[src/rtl/ahb_lite_pkg.sv]
// Shared AHB-Lite encodings plus the local command encodings used by the
// command-stream master and the lane mux.
//   - HTRANS / HSIZE / HBURST / HRESP constants
//   - cmd_size_e : command size field (3 = illegal)
//   - slot_t     : one pipeline slot (address or data phase)
//   - cmd_is_bad : local alignment / size rejection
package ahb_lite_pkg;

  localparam logic [1:0] HTRANS_IDLE   = 2'b00;
  localparam logic [1:0] HTRANS_NONSEQ = 2'b10;

  localparam logic [2:0] HSIZE_BYTE    = 3'b000;
  localparam logic [2:0] HSIZE_HALF    = 3'b001;
  localparam logic [2:0] HSIZE_WORD    = 3'b010;

  localparam logic [2:0] HBURST_SINGLE = 3'b000;

  localparam logic       HRESP_OKAY    = 1'b0;
  localparam logic       HRESP_ERROR   = 1'b1;

  typedef enum logic [1:0] {
    CMD_BYTE    = 2'd0,
    CMD_HALF    = 2'd1,
    CMD_WORD    = 2'd2,
    CMD_ILLEGAL = 2'd3
  } cmd_size_e;

  // Everything a transfer needs after it leaves the address phase; the full
  // address only lives in the address slot, the data slot keeps the low bits.
  typedef struct packed {
    logic        valid;
    logic        bad;     // rejected locally, never put on the bus
    logic        cancel;  // dropped after an earlier bus error
    logic        write;
    cmd_size_e   size;
    logic [1:0]  lane;
    logic [31:0] wdata;
  } slot_t;

  function automatic logic cmd_is_bad(input cmd_size_e size, input logic [1:0] lo);
    case (size)
      CMD_BYTE: return 1'b0;
      CMD_HALF: return lo[0];
      CMD_WORD: return |lo;
      default:  return 1'b1;
    endcase
  endfunction

endpackage

[src/rtl/ahb_lite_master_if.sv]
// Command/response stream plus AHB-Lite bus signals of ahb_lite_master.
//   modport master : the initiator (drives cmd_ready, rsp_*, H* address/data)
//   modport slave  : the environment (drives cmd_*, HRDATA/HREADY/HRESP)
interface ahb_lite_master_if #(
  parameter int ADDR_W = 32
);
  logic              cmd_valid;
  logic              cmd_ready;
  logic              cmd_write;
  logic [1:0]        cmd_size;
  logic [ADDR_W-1:0] cmd_addr;
  logic [31:0]       cmd_wdata;

  logic              rsp_valid;
  logic [31:0]       rsp_rdata;
  logic              rsp_error;

  logic [ADDR_W-1:0] HADDR;
  logic [1:0]        HTRANS;
  logic              HWRITE;
  logic [2:0]        HSIZE;
  logic [2:0]        HBURST;
  logic [3:0]        HPROT;
  logic              HMASTLOCK;
  logic [31:0]       HWDATA;
  logic [31:0]       HRDATA;
  logic              HREADY;
  logic              HRESP;

  modport master (
    input  cmd_valid, cmd_write, cmd_size, cmd_addr, cmd_wdata,
    output cmd_ready,
    output rsp_valid, rsp_rdata, rsp_error,
    output HADDR, HTRANS, HWRITE, HSIZE, HBURST, HPROT, HMASTLOCK, HWDATA,
    input  HRDATA, HREADY, HRESP
  );

  modport slave (
    output cmd_valid, cmd_write, cmd_size, cmd_addr, cmd_wdata,
    input  cmd_ready,
    input  rsp_valid, rsp_rdata, rsp_error,
    input  HADDR, HTRANS, HWRITE, HSIZE, HBURST, HPROT, HMASTLOCK, HWDATA,
    output HRDATA, HREADY, HRESP
  );
endinterface

[src/rtl/ahb_lane_mux.sv]
// Byte-lane steering for a 32-bit AHB data bus.
//   size   : cmd size (byte/half/word; illegal passes through as word)
//   lane   : address bits [1:0]
//   wdata  : right-aligned write data -> hwdata replicated on every lane
//   hrdata : raw bus read data        -> rdata right-aligned, zero-extended
module ahb_lane_mux
  import ahb_lite_pkg::*;
(
  input  cmd_size_e   size,
  input  logic [1:0]  lane,
  input  logic [31:0] wdata,
  input  logic [31:0] hrdata,
  output logic [31:0] hwdata,
  output logic [31:0] rdata
);
  always_comb begin
    hwdata = wdata;
    rdata  = hrdata;
    case (size)
      CMD_BYTE: begin
        hwdata = {4{wdata[7:0]}};
        case (lane)
          2'd0:    rdata = {24'd0, hrdata[7:0]};
          2'd1:    rdata = {24'd0, hrdata[15:8]};
          2'd2:    rdata = {24'd0, hrdata[23:16]};
          default: rdata = {24'd0, hrdata[31:24]};
        endcase
      end
      CMD_HALF: begin
        hwdata = {2{wdata[15:0]}};
        rdata  = lane[1] ? {16'd0, hrdata[31:16]} : {16'd0, hrdata[15:0]};
      end
      default: ;
    endcase
  end
endmodule

[src/rtl/ahb_lite_master.sv]
// Single-master AHB-Lite initiator: turns a valid/ready command stream into
// pipelined SINGLE transfers, one response pulse per accepted command.
//   HCLK, HRESET : clock, synchronous active-high reset
//   bus          : ahb_lite_master_if.master (cmd_*, rsp_*, AHB-Lite signals)
// Params: ADDR_W (address width), HPROT_VAL (constant HPROT).
// Build option: AHB_MASTER_ERR_CANCEL_EN - on the first ERROR cycle the
// pending address-phase command is cancelled (no bus access, error response).
module ahb_lite_master
  import ahb_lite_pkg::*;
#(
  parameter int         ADDR_W    = 32,
  parameter logic [3:0] HPROT_VAL = 4'b0011
) (
  input  logic              HCLK,
  input  logic              HRESET,
  ahb_lite_master_if.master bus
);
  slot_t             a_q, d_q, cmd_slot;
  logic [ADDR_W-1:0] a_addr_q;
  logic              d_err_q;
  logic              rsp_valid_q, rsp_error_q;
  logic [31:0]       rsp_rdata_q;
  logic              accept, a_issue, d_fail, hresp_err;
  logic [31:0]       hwdata_rep, rdata_ext;

  assign hresp_err = (bus.HRESP == HRESP_ERROR);

`ifdef AHB_MASTER_ERR_CANCEL_EN
  // Hold the stream off for both error cycles so nothing new slips in
  // behind the transfer being cancelled.
  assign bus.cmd_ready = (~a_q.valid | bus.HREADY) & ~hresp_err;
`else
  assign bus.cmd_ready = ~a_q.valid | bus.HREADY;
`endif
  assign accept = bus.cmd_valid & bus.cmd_ready;

  always_comb begin
    cmd_slot        = '0;
    cmd_slot.valid  = 1'b1;
    cmd_slot.size   = cmd_size_e'(bus.cmd_size);
    cmd_slot.bad    = cmd_is_bad(cmd_size_e'(bus.cmd_size), bus.cmd_addr[1:0]);
    cmd_slot.write  = bus.cmd_write;
    cmd_slot.lane   = bus.cmd_addr[1:0];
    cmd_slot.wdata  = bus.cmd_wdata;
  end

  ahb_lane_mux u_lane (
    .size   (d_q.size),
    .lane   (d_q.lane),
    .wdata  (d_q.wdata),
    .hrdata (bus.HRDATA),
    .hwdata (hwdata_rep),
    .rdata  (rdata_ext)
  );

  // Rejected/cancelled slots never touched the bus; HRESP is only ever
  // non-OKAY for a real transfer, so ORing it in unconditionally is safe.
  assign d_fail = d_q.bad | d_q.cancel | d_err_q | hresp_err;

  always_ff @(posedge HCLK) begin
    if (HRESET) begin
      a_q         <= '0;
      d_q         <= '0;
      a_addr_q    <= '0;
      d_err_q     <= 1'b0;
      rsp_valid_q <= 1'b0;
      rsp_error_q <= 1'b0;
      rsp_rdata_q <= '0;
    end else begin
      rsp_valid_q <= 1'b0;
      if (bus.HREADY) begin
        if (d_q.valid) begin
          rsp_valid_q <= 1'b1;
          rsp_error_q <= d_fail;
          rsp_rdata_q <= (d_fail | d_q.write) ? '0 : rdata_ext;
        end
        d_q     <= a_q;
        d_err_q <= 1'b0;
        if (accept) begin
          a_q      <= cmd_slot;
          a_addr_q <= bus.cmd_addr;
        end else begin
          a_q.valid <= 1'b0;
        end
      end else begin
        // First cycle of a two-cycle ERROR response.
        if (d_q.valid && hresp_err) d_err_q <= 1'b1;
`ifdef AHB_MASTER_ERR_CANCEL_EN
        if (a_q.valid && hresp_err) a_q.cancel <= 1'b1;
`endif
        // Only reachable with A empty: a command may enter during a stall.
        if (accept) begin
          a_q      <= cmd_slot;
          a_addr_q <= bus.cmd_addr;
        end
      end
    end
  end

  assign a_issue       = a_q.valid & ~a_q.bad & ~a_q.cancel;
  assign bus.HTRANS    = a_issue ? HTRANS_NONSEQ : HTRANS_IDLE;
  assign bus.HADDR     = a_addr_q;
  assign bus.HWRITE    = a_q.write;
  assign bus.HSIZE     = {1'b0, a_q.size};
  assign bus.HBURST    = HBURST_SINGLE;
  assign bus.HPROT     = HPROT_VAL;
  assign bus.HMASTLOCK = 1'b0;
  assign bus.HWDATA    = d_q.valid ? hwdata_rep : '0;

  assign bus.rsp_valid = rsp_valid_q;
  assign bus.rsp_error = rsp_error_q;
  assign bus.rsp_rdata = rsp_rdata_q;
endmodule

[src/flat_wrapper.sv]
// flat-port wrapper written by rule: the top's interface ports become plain ports
module ahb_lite_master_flat import ahb_lite_pkg::*;
#(
  parameter int         ADDR_W    = 32,
  parameter logic [3:0] HPROT_VAL = 4'b0011
)
  (HCLK, HRESET, bus_cmd_valid, bus_cmd_write, bus_cmd_size, bus_cmd_addr, bus_cmd_wdata, bus_cmd_ready, bus_rsp_valid, bus_rsp_rdata, bus_rsp_error, bus_HADDR, bus_HTRANS, bus_HWRITE, bus_HSIZE, bus_HBURST, bus_HPROT, bus_HMASTLOCK, bus_HWDATA, bus_HRDATA, bus_HREADY, bus_HRESP);
  ahb_lite_master_if #(.ADDR_W(ADDR_W)) bus_i ();
  input  logic HCLK;
  input  logic HRESET;
  input wire logic [$bits(bus_i.cmd_valid)-1:0] bus_cmd_valid;
  input wire logic [$bits(bus_i.cmd_write)-1:0] bus_cmd_write;
  input wire logic [$bits(bus_i.cmd_size)-1:0] bus_cmd_size;
  input wire logic [$bits(bus_i.cmd_addr)-1:0] bus_cmd_addr;
  input wire logic [$bits(bus_i.cmd_wdata)-1:0] bus_cmd_wdata;
  output wire logic [$bits(bus_i.cmd_ready)-1:0] bus_cmd_ready;
  output wire logic [$bits(bus_i.rsp_valid)-1:0] bus_rsp_valid;
  output wire logic [$bits(bus_i.rsp_rdata)-1:0] bus_rsp_rdata;
  output wire logic [$bits(bus_i.rsp_error)-1:0] bus_rsp_error;
  output wire logic [$bits(bus_i.HADDR)-1:0] bus_HADDR;
  output wire logic [$bits(bus_i.HTRANS)-1:0] bus_HTRANS;
  output wire logic [$bits(bus_i.HWRITE)-1:0] bus_HWRITE;
  output wire logic [$bits(bus_i.HSIZE)-1:0] bus_HSIZE;
  output wire logic [$bits(bus_i.HBURST)-1:0] bus_HBURST;
  output wire logic [$bits(bus_i.HPROT)-1:0] bus_HPROT;
  output wire logic [$bits(bus_i.HMASTLOCK)-1:0] bus_HMASTLOCK;
  output wire logic [$bits(bus_i.HWDATA)-1:0] bus_HWDATA;
  input wire logic [$bits(bus_i.HRDATA)-1:0] bus_HRDATA;
  input wire logic [$bits(bus_i.HREADY)-1:0] bus_HREADY;
  input wire logic [$bits(bus_i.HRESP)-1:0] bus_HRESP;
  assign bus_i.cmd_valid = bus_cmd_valid;
  assign bus_i.cmd_write = bus_cmd_write;
  assign bus_i.cmd_size = bus_cmd_size;
  assign bus_i.cmd_addr = bus_cmd_addr;
  assign bus_i.cmd_wdata = bus_cmd_wdata;
  assign bus_cmd_ready = bus_i.cmd_ready;
  assign bus_rsp_valid = bus_i.rsp_valid;
  assign bus_rsp_rdata = bus_i.rsp_rdata;
  assign bus_rsp_error = bus_i.rsp_error;
  assign bus_HADDR = bus_i.HADDR;
  assign bus_HTRANS = bus_i.HTRANS;
  assign bus_HWRITE = bus_i.HWRITE;
  assign bus_HSIZE = bus_i.HSIZE;
  assign bus_HBURST = bus_i.HBURST;
  assign bus_HPROT = bus_i.HPROT;
  assign bus_HMASTLOCK = bus_i.HMASTLOCK;
  assign bus_HWDATA = bus_i.HWDATA;
  assign bus_i.HRDATA = bus_HRDATA;
  assign bus_i.HREADY = bus_HREADY;
  assign bus_i.HRESP = bus_HRESP;
  ahb_lite_master #(.ADDR_W(ADDR_W), .HPROT_VAL(HPROT_VAL)) u_core (.HCLK(HCLK), .HRESET(HRESET), .bus(bus_i));
endmodule
[config.mk]
export PLATFORM = sky130hd
export DESIGN_NAME = ahb_lite_master_flat
export DESIGN_NICKNAME = d
export VERILOG_FILES = /design/src/rtl/ahb_lite_pkg.sv /design/src/rtl/ahb_lite_master_if.sv /design/src/rtl/ahb_lane_mux.sv /design/src/rtl/ahb_lite_master.sv /design/src/flat_wrapper.sv
export SDC_FILE = /design/constraint.sdc
export NUM_CORES = 1
export LEC_CHECK = 0
export ABC_AREA = 1
export CAP_MARGIN = 0
export CORE_UTILIZATION = 45
export DETAILED_ROUTE_END_ITERATION = 8
export GPL_ROUTABILITY_DRIVEN = 1
export PLACE_DENSITY = 0.86
export SYNTH_ARGS = -nofsm -noshare
export SYNTH_HDL_FRONTEND = slang
export SYNTH_SLANG_ARGS = --single-unit
[constraint.sdc]
create_clock -name HCLK -period 1.8 [get_ports HCLK]
set_input_delay 0.45 -clock HCLK [delete_from_list [all_inputs] [get_ports HCLK]]
set_output_delay 0.45 -clock HCLK [all_outputs]
set_load 0.02 [all_outputs]
==> results.json <==
{
  "path_class": "reg -> out",
  "busiest_layer": "met2",
  "clkSlewWorstSetupHoldPaths_ns": 0.06,
  "fmax_mhz": 449,
  "synth.avg_cell_area_um2": 7.26,
  "powerDensity_mw_per_mm2": 927,
  "grt_overflow_total": 0,
  "numCtsBuffers": 17,
  "clock_latency_ns": 0.42,
  "crit_path_end_kind": "output port",
  "period_share_pct": 124,
  "violations": "negative setup slack",
  "crit_arrival_ns": 1.78,
  "htreeDepth": 4,
  "grt_max_degree": 66,
  "hold_class": "reg -> reg",
  "ys_warn_count": 0,
  "grt_util_met2_pct": 47.9,
  "die_h_um": 116,
  "coreArea_mm2": 0.0127,
  "synth_seq_cells": 143,
  "gp_congestion": 0.904,
  "use_met3_pct": 10.4,
  "netlist_area_mm2": 0.00589,
  "yosysTopAreaCell": "dfxtp_1",
  "hold_buffers": 0,
  "start_util_pct": 46.5,
  "post-place-ws_ns": -0.407,
  "fin_crit_ns": 2.23,
  "dp_hpwl_um": 12700,
  "die_x_um": 116,
  "drcViolationCount": 0,
  "maxSlewViolCount": 0,
  "cp_max_fo": 5,
  "cts_max_path_buffers": 2,
  "setup_viol": 23,
  "final_nets": 1140,
  "outcome": "complete, but fails checks",
  "postLayoutCellArea_mm2": 0.00919,
  "power_leakage_nw": 4.13,
  "synthTopCellsByArea": "dfxtp_1, o21ai_0, nand2_1",
  "grt_pass1_vias": 6139,
  "synthDistinctLibCells": 28,
  "maxCapViolations": 0,
  "fin_skew_ns": 0.00725,
  "cts_sinks": 143,
  "synth_flop_cell": "dfxtp_1",
  "setup_slack_ns": -0.428,
  "ioPinCount": 217,
  "wire_per_inst_um": 16.6,
  "firstDrtPassIters": 7,
  "rsz0062_at_grt": "true",
  "synthArstFlopShare_pct": 0,
  "row_count": 41,
  "io_buffers": 206,
  "synth_common_cells": "nand2_1, dfxtp_1, nor2_1",
  "required_ns": 1.35,
  "layout-drive-gt1-share_pct": 16.8,
  "synth.most_common_cell": "nand2_1",
  "n_antenna_cell": 0,
  "vias": 6515,
  "grt_util_met1_pct": 32.7,
  "tns_ns": -4.64,
  "hold_viol": 0,
  "synthesis.instances": 811,
  "synth_edf_count": 0,
  "syn_to_final_growth_pct": 56.2,
  "vias_per_cell": 5.34,
  "dieArea_mm2": 0.0135,
  "max-vdd-ir-drop_uv": 889,
  "cp-start-kind": "flop",
  "postRouteAntennaNets": 0,
  "grt_antenna_before_repair": 0,
  "ys_seq_area_share_pct": 48.6,
  "cts_tree": "yes",
  "drt_iter0_markers": 630,
  "place_area_mm2": 0.00824,
  "grt_use_total_pct": 28.8,
  "grt_pass1_wl_um": 29700,
  "netlist.area_leader.share_pct": 48.6,
  "drt-total-wl_um": 20300,
  "root_buffer": "clkbuf_16",
  "timing.hold.ws_ns": 0.463
}
[layout by cell type (no fill, tap or decap), drive strengths merged]
| master | n |
|---|---|
| a221oi | 7 |
| dlymetal6s2s | 3 |
| clkinvlp | 1 |
| a21oi | 57 |
| dfxtp | 143 |
| buf | 92 |
| a211oi | 2 |
| or2 | 2 |
| nand3 | 42 |
| bufbuf | 1 |
| clkdlybuf4s50 | 102 |
| dlygate4sd2 | 68 |
| nand2 | 160 |
| nor3 | 3 |
| clkinv | 8 |
| a21boi | 1 |
| o21ai | 126 |
| o22ai | 6 |
| bufinv | 5 |
| nor2 | 135 |
| clkbuf | 18 |
| inv | 57 |
| conb | 10 |
[where the power goes]
part | internal [mW] | switching, mW
sequential | 3.33 | 0.0922
combinational | 0.548 | 0.672
clock | 2.50 | 1.38
[final cells by class]
cell class / count / area (µm²)
repair buffers: 266 / 2530
flip-flops and latches: 143 / 2870
clock inverters: 14 / 213
fillers: 962 / 3480
clock buffers: 18 / 439
multi-input cells: 551 / 2710
inverters: 57 / 218
well taps: 172 / 215
[logic make-up after synthesis]
kind of cell | Yosys count | share of synthesized area [%]
AOI/OAI and AO/OA | 199 | 17.6
buffers and inverters | 125 | 9.80
DFF | 143 | 48.6
other | 2 | 0.128
and+or+nand+nor | 342 | 23.8
[stage by stage]
| stage | cells | utilization, % | power (mW) |
|---|---|---|---|
| after floorplan | 819 | - | 4.05 |
| after global placement | 1176 | 65.0 | 4.58 |
| after detailed placement | 1176 | 65.0 | 4.61 |
| after CTS | 1214 | 71.2 | 8.46 |
| after global routing | 1221 | 72.6 | 8.79 |
| final | 1221 | 72.6 | 8.52 |
[registers in the layout (all words and copies together) (netlist names)]
register,cells
u_core.a_q,34
u_core.bus.rsp_error,1
u_core.bus.rsp_valid,1
u_core.bus.HWRITE,1
u_core.bus.HADDR,32
u_core.d_err_q,1
u_core.d_q,39
u_core.bus.rsp_rdata,32
u_core.bus.HSIZE,2
[what timing repair did]
item | CTS | global route
resized for setup | 285 | 47
pin swaps | 7 | 9
setup buffers | 4 | 7
cloned | 2 | 0
setup endpoints to repair | 101 | 66
[path summary, 6_finish.rpt]
kind / from / endpoint / slack [ns] / cells past startpoint
setup / recovery: u_core.d_q[34] / bus_HWDATA[31] / -0.43 / 7
hold / removal: u_core.bus.rsp_rdata[6] / u_core.bus.rsp_rdata[6] / 0.46 / 2
setup reg to reg: u_core.d_q[35] / u_core.bus.rsp_rdata[0] / 0.19 / 7
hold reg to reg: u_core.bus.rsp_rdata[6] / u_core.bus.rsp_rdata[6] / 0.46 / 2
[worst max-delay path: stages (launching register included)]
cell and delay [ns]:
dfxtp_2 0.33, inv_2 0.10, buf_6 0.12, nor2_4 0.05, nand2_2 0.10, o21ai_4 0.08
a211oi_2 0.35, buf_4 0.22
[routing by layer]
metal | part of all wire, % | up-vias
met5 | 0 | -
met4 | 4.9 | 0
met3 | 10 | 99
met2 | 48 | 411
met1 | 37 | 2956
li1 | - | 3049
Power figures use the tool's default switching activity.
